## src/rtl/dsha_work_dispatcher_pkg.sv

```systemverilog
// Shared types and constants for the dsha work dispatcher: FSM encoding and nonce limits.
package dsha_work_dispatcher_pkg;

   typedef enum logic [1:0] {
      ST_IDLE  = 2'd0,
      ST_RUN   = 2'd1,
      ST_DRAIN = 2'd2
   } disp_state_e;

   localparam logic [31:0] NONCE_MAX = 32'hFFFF_FFFF;

   localparam int DEF_PIPE_DEPTH = 3;
   localparam int DEF_FIFO_DEPTH = 4;

endpackage

```

## src/rtl/dsha_work_dispatcher_result_fifo.sv

```systemverilog
// Synchronous first-word-fall-through FIFO holding winning nonces.
module dsha_work_dispatcher_result_fifo #(
   parameter int WIDTH = 32,
   parameter int DEPTH = 4
) (
   input  logic             clk,
   input  logic             rst,
   input  logic             push_i,
   input  logic [WIDTH-1:0] wdata_i,
   input  logic             pop_i,
   output logic [WIDTH-1:0] rdata_o,
   output logic             full_o,
   output logic             empty_o
);

   localparam int AW = $clog2(DEPTH);

   logic [WIDTH-1:0] mem_q [DEPTH];
   logic [AW:0]      wr_ptr_q, wr_ptr_d;
   logic [AW:0]      rd_ptr_q, rd_ptr_d;
   logic             do_push;
   logic             do_pop;

   // Pointers carry one extra wrap bit so full and empty are distinguishable.
   assign empty_o = (wr_ptr_q == rd_ptr_q);
   assign full_o  = (wr_ptr_q[AW] != rd_ptr_q[AW]) &&
                    (wr_ptr_q[AW-1:0] == rd_ptr_q[AW-1:0]);

   assign do_pop  = pop_i && !empty_o;
   assign do_push = push_i && (!full_o || do_pop);
   assign rdata_o = mem_q[rd_ptr_q[AW-1:0]];

   always_comb begin
      wr_ptr_d = wr_ptr_q;
      rd_ptr_d = rd_ptr_q;
      if (do_push) wr_ptr_d = wr_ptr_q + (AW+1)'(1);
      if (do_pop)  rd_ptr_d = rd_ptr_q + (AW+1)'(1);
   end

   always_ff @(posedge clk) begin
      if (rst) begin
         wr_ptr_q <= '0;
         rd_ptr_q <= '0;
      end else begin
         wr_ptr_q <= wr_ptr_d;
         rd_ptr_q <= rd_ptr_d;
      end
   end

   always_ff @(posedge clk) begin
      if (do_push) mem_q[wr_ptr_q[AW-1:0]] <= wdata_i;
   end

endmodule

```

## src/rtl/dsha_work_dispatcher.sv

```systemverilog
// Job holder and result checker for dsha_finisher: walks the nonce space of one job
// and queues nonces whose hash falls strictly below the target.
module dsha_work_dispatcher
   import dsha_work_dispatcher_pkg::*;
#(
   parameter int PIPE_DEPTH = DEF_PIPE_DEPTH,
   parameter int FIFO_DEPTH = DEF_FIFO_DEPTH
) (
   input  logic         clk,
   input  logic         rst,
   input  logic         job_valid,
   output logic         job_ready,
   input  logic [255:0] job_mid,
   input  logic [95:0]  job_tail,
   input  logic [255:0] job_target,
   input  logic [31:0]  job_nstart,
   output logic [255:0] fin_X,
   output logic [95:0]  fin_Y,
   output logic [31:0]  fin_nonce,
   input  logic         fin_acc,
   input  logic [255:0] hash_in,
   input  logic [31:0]  nonce_in,
   output logic         res_valid,
   input  logic         res_ready,
   output logic [31:0]  res_nonce,
   output logic         busy,
   output logic         done,
   output logic         overflow
);

   localparam int CW = $clog2(PIPE_DEPTH + 1);

   disp_state_e   state_q, state_d;
   logic [255:0]  x_q, x_d;
   logic [95:0]   y_q, y_d;
   logic [255:0]  target_q, target_d;
   logic [31:0]   nonce_q, nonce_d;
   logic [CW-1:0] discard_q, discard_d;
   logic [CW-1:0] drain_q, drain_d;
   logic          done_q, done_d;
   logic          ovf_q, ovf_d;
   logic          acc_d_q;
   logic          win;
   logic          fifo_push;
   logic          fifo_pop;
   logic          fifo_full;
   logic          fifo_empty;

   // Handshakes: a transfer happens on any clock where valid & ready are both high;
   // job_ready is constantly high so a new job always preempts the current one.
   assign job_ready = 1'b1;
   assign fifo_pop  = res_valid && res_ready;
   assign win       = (hash_in < target_q);

   always_comb begin
      state_d   = state_q;
      x_d       = x_q;
      y_d       = y_q;
      target_d  = target_q;
      nonce_d   = nonce_q;
      discard_d = discard_q;
      drain_d   = drain_q;
      done_d    = done_q;
      ovf_d     = ovf_q;
      fifo_push = 1'b0;

      if (job_valid) begin
         x_d       = job_mid;
         y_d       = job_tail;
         target_d  = job_target;
         nonce_d   = job_nstart;
         discard_d = CW'(PIPE_DEPTH);
         done_d    = 1'b0;
         ovf_d     = 1'b0;
         state_d   = ST_RUN;
      end else begin
         case (state_q)
            ST_RUN: begin
               if (fin_acc) begin
                  if (nonce_q == NONCE_MAX) begin
                     state_d = ST_DRAIN;
                     drain_d = CW'(PIPE_DEPTH);
                  end else begin
                     nonce_d = nonce_q + 32'd1;
                  end
               end
            end
            ST_DRAIN: begin
               if (fin_acc) begin
                  drain_d = drain_q - CW'(1);
                  if (drain_q == CW'(1)) begin
                     state_d = ST_IDLE;
                     done_d  = 1'b1;
                  end
               end
            end
            default: ;
         endcase

         // Results arriving in the first PIPE_DEPTH slots belong to an earlier job.
         if (acc_d_q && (state_q != ST_IDLE)) begin
            if (discard_q != '0) begin
               discard_d = discard_q - CW'(1);
            end else if (win) begin
               if (!fifo_full || fifo_pop) fifo_push = 1'b1;
               else                        ovf_d     = 1'b1;
            end
         end
      end
   end

   always_ff @(posedge clk) begin
      if (rst) begin
         state_q   <= ST_IDLE;
         x_q       <= '0;
         y_q       <= '0;
         target_q  <= '0;
         nonce_q   <= '0;
         discard_q <= '0;
         drain_q   <= '0;
         done_q    <= 1'b0;
         ovf_q     <= 1'b0;
         acc_d_q   <= 1'b0;
      end else begin
         state_q   <= state_d;
         x_q       <= x_d;
         y_q       <= y_d;
         target_q  <= target_d;
         nonce_q   <= nonce_d;
         discard_q <= discard_d;
         drain_q   <= drain_d;
         done_q    <= done_d;
         ovf_q     <= ovf_d;
         acc_d_q   <= fin_acc;
      end
   end

   dsha_work_dispatcher_result_fifo #(
      .WIDTH (32),
      .DEPTH (FIFO_DEPTH)
   ) u_result_fifo (
      .clk     (clk),
      .rst     (rst),
      .push_i  (fifo_push),
      .wdata_i (nonce_in),
      .pop_i   (fifo_pop),
      .rdata_o (res_nonce),
      .full_o  (fifo_full),
      .empty_o (fifo_empty)
   );

   assign fin_X     = x_q;
   assign fin_Y     = y_q;
   assign fin_nonce = nonce_q;
   assign res_valid = !fifo_empty;
   assign busy      = (state_q != ST_IDLE);
   assign done      = done_q;
   assign overflow  = ovf_q;

endmodule

```

## config.mk

```make
export PLATFORM = sky130hd
export DESIGN_NAME = dsha_work_dispatcher
export DESIGN_NICKNAME = d
export VERILOG_FILES = /design/src/rtl/dsha_work_dispatcher_pkg.sv /design/src/rtl/dsha_work_dispatcher_result_fifo.sv /design/src/rtl/dsha_work_dispatcher.sv
export SDC_FILE = /design/constraint.sdc
export NUM_CORES = 2
export LEC_CHECK = 0
export CORE_AREA = 2 2 526 528
export DETAILED_ROUTE_END_ITERATION = 12
export DIE_AREA = 0 0 528 530
export GPL_ROUTABILITY_DRIVEN = 1
export HOLD_SLACK_MARGIN = 0.08
export SYNTH_ARGS = -nofsm -noshare
export SYNTH_HDL_FRONTEND = slang
export SYNTH_SLANG_ARGS = --single-unit
```

## constraint.sdc

```tcl
create_clock -name clk -period 6.6 [get_ports clk]
set_input_delay 1.32 -clock clk [delete_from_list [all_inputs] [get_ports clk]]
set_output_delay 1.32 -clock clk [all_outputs]
set_load 0.05 [all_outputs]
```

==> metrics.txt <==
status=completed; worst-margin pin slew=~1200 ps; slowest cell on the critical path=a2111oi_4; final setup vio count=0; Initial Util=12.64%; WL/cell=around 28 um; capturing point of the worst reg2reg path=u_result_fifo.mem_q[0][6]$_DFFE_PP_; Chip Width=roughly 530 um; Leak=22.14 nW; number of synthesized flops with an enable pin=approximately 130; H-tree Lvls=3; final core occ=between 20 and 25%; setup tns final=0 ps; Post-CTS Setup Inserts=0; gr usage total=between 10% and 20%; drt first pass iters=5; critical path type=in2reg; Worst-path clk slew=about 60 ps; Post-Syn Instances=between 3000 and 4000; max cap viols=0; Req. time, crit path=7070 ps; Critical Path Source Type=input pin; initial DRC count=1885; crit end category=flop; Vias=about 31000; final worst setup slack=1594 ps; Post-DP HPWL=204.2 mm; Ports=approximately 1400; Period Utilization, post-route=about three quarters; R2R setup slack=about 1800 ps; CTS tree=yes; Hold Path Class=reg2reg; post-CTS resize count=0; Main synth FF type=dfxtp_1; DR vias/cell=~3.7; Root Buffer=clkbuf_16; Post-route DRC=0; Tmin final=5006 ps; Core ar.=between 200000 and 300000 sq um; Peak supply drop=199.5 uV; Clock Skew=59.38 ps; Final Max Slew Viols=0; Place WS=between 400 and 500 ps; Synth Warn #=0; vias in the first global route=30700; Synth Net Count=approximately 4600; HP Start=fin_X[209]$_SDFFE_PP0P_; Cell variety after synth=between 70 and 80; critical path cell sequence=clkdlybuf4s50_1 > ha_1 > nand4_1 > nor4_1 > buf_4 > nand4_1 > clkinv_1 > nand3_1 > nor2_1 > a2111oi_4 > nand3_2 > nor2_2 > buf_4; nets=5897; # port buffers=roughly 1400; Critical path origin=hash_in[205]; top post-synthesis cells by area=dfxtp_1, mux2i_1, edfxtp_1, ha_1, nor2_1; CTS Buffer Depth=4; Yosys reg bits=~800; PD cells=249.2 nW/um^2; Cell Area, Synth=~35000 sq um; CTS Hold Buffers Added=0; CP max stage delay=between 800 and 900 ps; total die area=about 280000 sq um; Reg-to-Reg Start=target_q[254]$_SDFFE_PP0P_; clock sink count=roughly 790; layout cells sized above 1=5.669%; largest area contributor in the netlist=dfxtp_1; Peak Freq=roughly 0.2 GHz; total congestion overflow=0; Synth top area share=between 30% and 40%; fillers=between 20000 and 30000; Hold Fails Final Rpt=0; largest net degree at the start of global routing=around 130; first-pass GRT wire length=301.8 mm; clock latency on the worst-skew pair=860 ps; Seq/Total Area, Yosys=48.91%; hold endpoint=fin_X[209]$_SDFFE_PP0P_; Std-Cell Rows=between 150 and 200; DIE HEIGHT=between 500 and 600 um; CP max FO=32; async set-reset flop share out of synthesis=0%; final weighted congestion in routability-driven placement=around 0.94; hold path cells=2; RSZ-0062 raised after global routing=false; Worst EP arrival=approximately 5500 ps; antenna violations before repair=between 300 and 400; r2r worst-path depth=13; DRT antenna net count=0; Slew headroom=16.76%; synthesized area per cell=between 10 and 15 sq um; CTS buffer count=about 110; DRT Wirelength=roughly 240 mm; Syn-to-layout area delta=62.64%
[layer usage]
metal  GRT usage (%)  up-vias  part of all wire (%)
li1                -    14380                     -
met1           17.31    14580                    37
met2           24.30     1676                    42
met3           12.24      582                    16
met4           6.590      196                   4.2
met5          0.5983        -                  0.52
[power by group]
part / switching, W / leakage, nW / internal, W / total, W
combinational: 0.00142 / 13.8 / 0.00114 / 0.00257
clock: 0.00254 / 1.78 / 0.00372 / 0.00626
sequential: 0.000156 / 6.58 / 0.00510 / 0.00526
total: 0.00412 / 22.1 / 0.00996 / 0.0141
[cell usage after synthesis (all sizes together) (11+ instances only)]
cell type / n
inv: 271
nor3: 16
xor2: 11
o21ai: 44
mux4: 32
a211oi: 24
clkbuf: 103
nor4: 18
mux2i: 619
a21oi: 112
edfxtp: 128
nor2: 682
xnor2: 24
a21o: 19
nand4: 68
buf: 57
nand2: 84
dfxtp: 657
ha: 263
nand3: 42
[flip-flops by register name (all words and copies together) (netlist names), named ones only]
signal,count
fin_X,256
u_result_fifo.mem_q,128
fin_Y,96
discard_q,2
drain_q,2
target_q,256
state_q,2
u_result_fifo.rd_ptr_q,3
overflow,1
u_result_fifo.wr_ptr_q,3
fin_nonce,32
acc_d_q,1
done,1
[worst max path at each step]
stage | endpoint | cells after the start | slack (ps)
final | u_result_fifo.mem_q[0][6]$_DFFE_PP_ | 13 | 1590
after detailed placement | u_result_fifo.mem_q[0][9]$_DFFE_PP_ | 13 | 490
after floorplan | u_result_fifo.mem_q[0][0]$_DFFE_PP_ | 10 | 1580
after CTS | u_result_fifo.mem_q[0][11]$_DFFE_PP_ | 13 | 1380
after global routing | u_result_fifo.mem_q[1][17]$_DFFE_PP_ | 13 | 1400
after global placement | u_result_fifo.mem_q[1][9]$_DFFE_PP_ | 13 | 490
[placed cells by master (no fill, tap or decap), types with 23 or more instances in the layout]
cell type and count:
nand4_1 65, inv_1 271, nor2_1 678, dfxtp_1 656, o21ai_0 32, ha_1 263, buf_4 32, a21oi_1 111
a211oi_1 23, nand2_1 84, clkbuf_16 108, mux2i_1 619, clkdlybuf4s50_1 1350, nand3_1 41, diode_2 88, edfxtp_1 128
xnor2_1 24, mux4_2 32
[final cells by class]
type / instances / area, sq um / share of cell area, %
inverter: 272 / 1021 / 1.807
clock buffer: 137 / 2992 / 5.294
timing repair buffer: 1390 / 13900 / 24.60
tap: 3607 / 4513 / 7.986
multi-input combinational: 2144 / 16140 / 28.56
antenna: 88 / 220.2 / 0.3897
clock inverter: 52 / 728.2 / 1.289
sequential: 785 / 17000 / 30.08
[stage by stage]
| step | total power, W | area [sq um] | hold slack [ps] | std cells |
|---|---|---|---|---|
| 6_report | 0.01408 | 56510 | 490.8 | 8475 |
| 5_1_grt | 0.01467 | 56370 | 508.7 | 8416 |
| 4_1_cts | 0.01437 | 56290 | 496.9 | 8387 |
| 3_5_place_dp | 0.007940 | 52570 | 479.2 | 8198 |
| 3_3_place_gp | 0.007912 | 52570 | 472.8 | 8198 |
| 2_1_floorplan | 0.006593 | 34750 | 452.0 | 3361 |
[logic make-up (layout without fill, tap and decap cells)]
group	after synthesis	count (layout)	synth area share, %
other	1	89	0.01079
adder cells (fa/ha/maj)	263	263	9.470
multiplexers	653	653	19.98
flip-flops	785	785	48.91
XOR/XNOR	35	35	0.8822
AND/OR/NAND/NOR	946	946	11.59
buffers and inverters	432	1851	4.695
AO/OA/AOI/OAI	246	246	4.461
[worst max-delay path: cells and delay by family]
family | cells | cell delay, ps
simple gates | 7 | 1630
buf+inv | 4 | 1210
compound gates | 1 | 890
fa+ha+maj | 1 | 350
No activity file was read; power rests on OpenSTA's default activity.
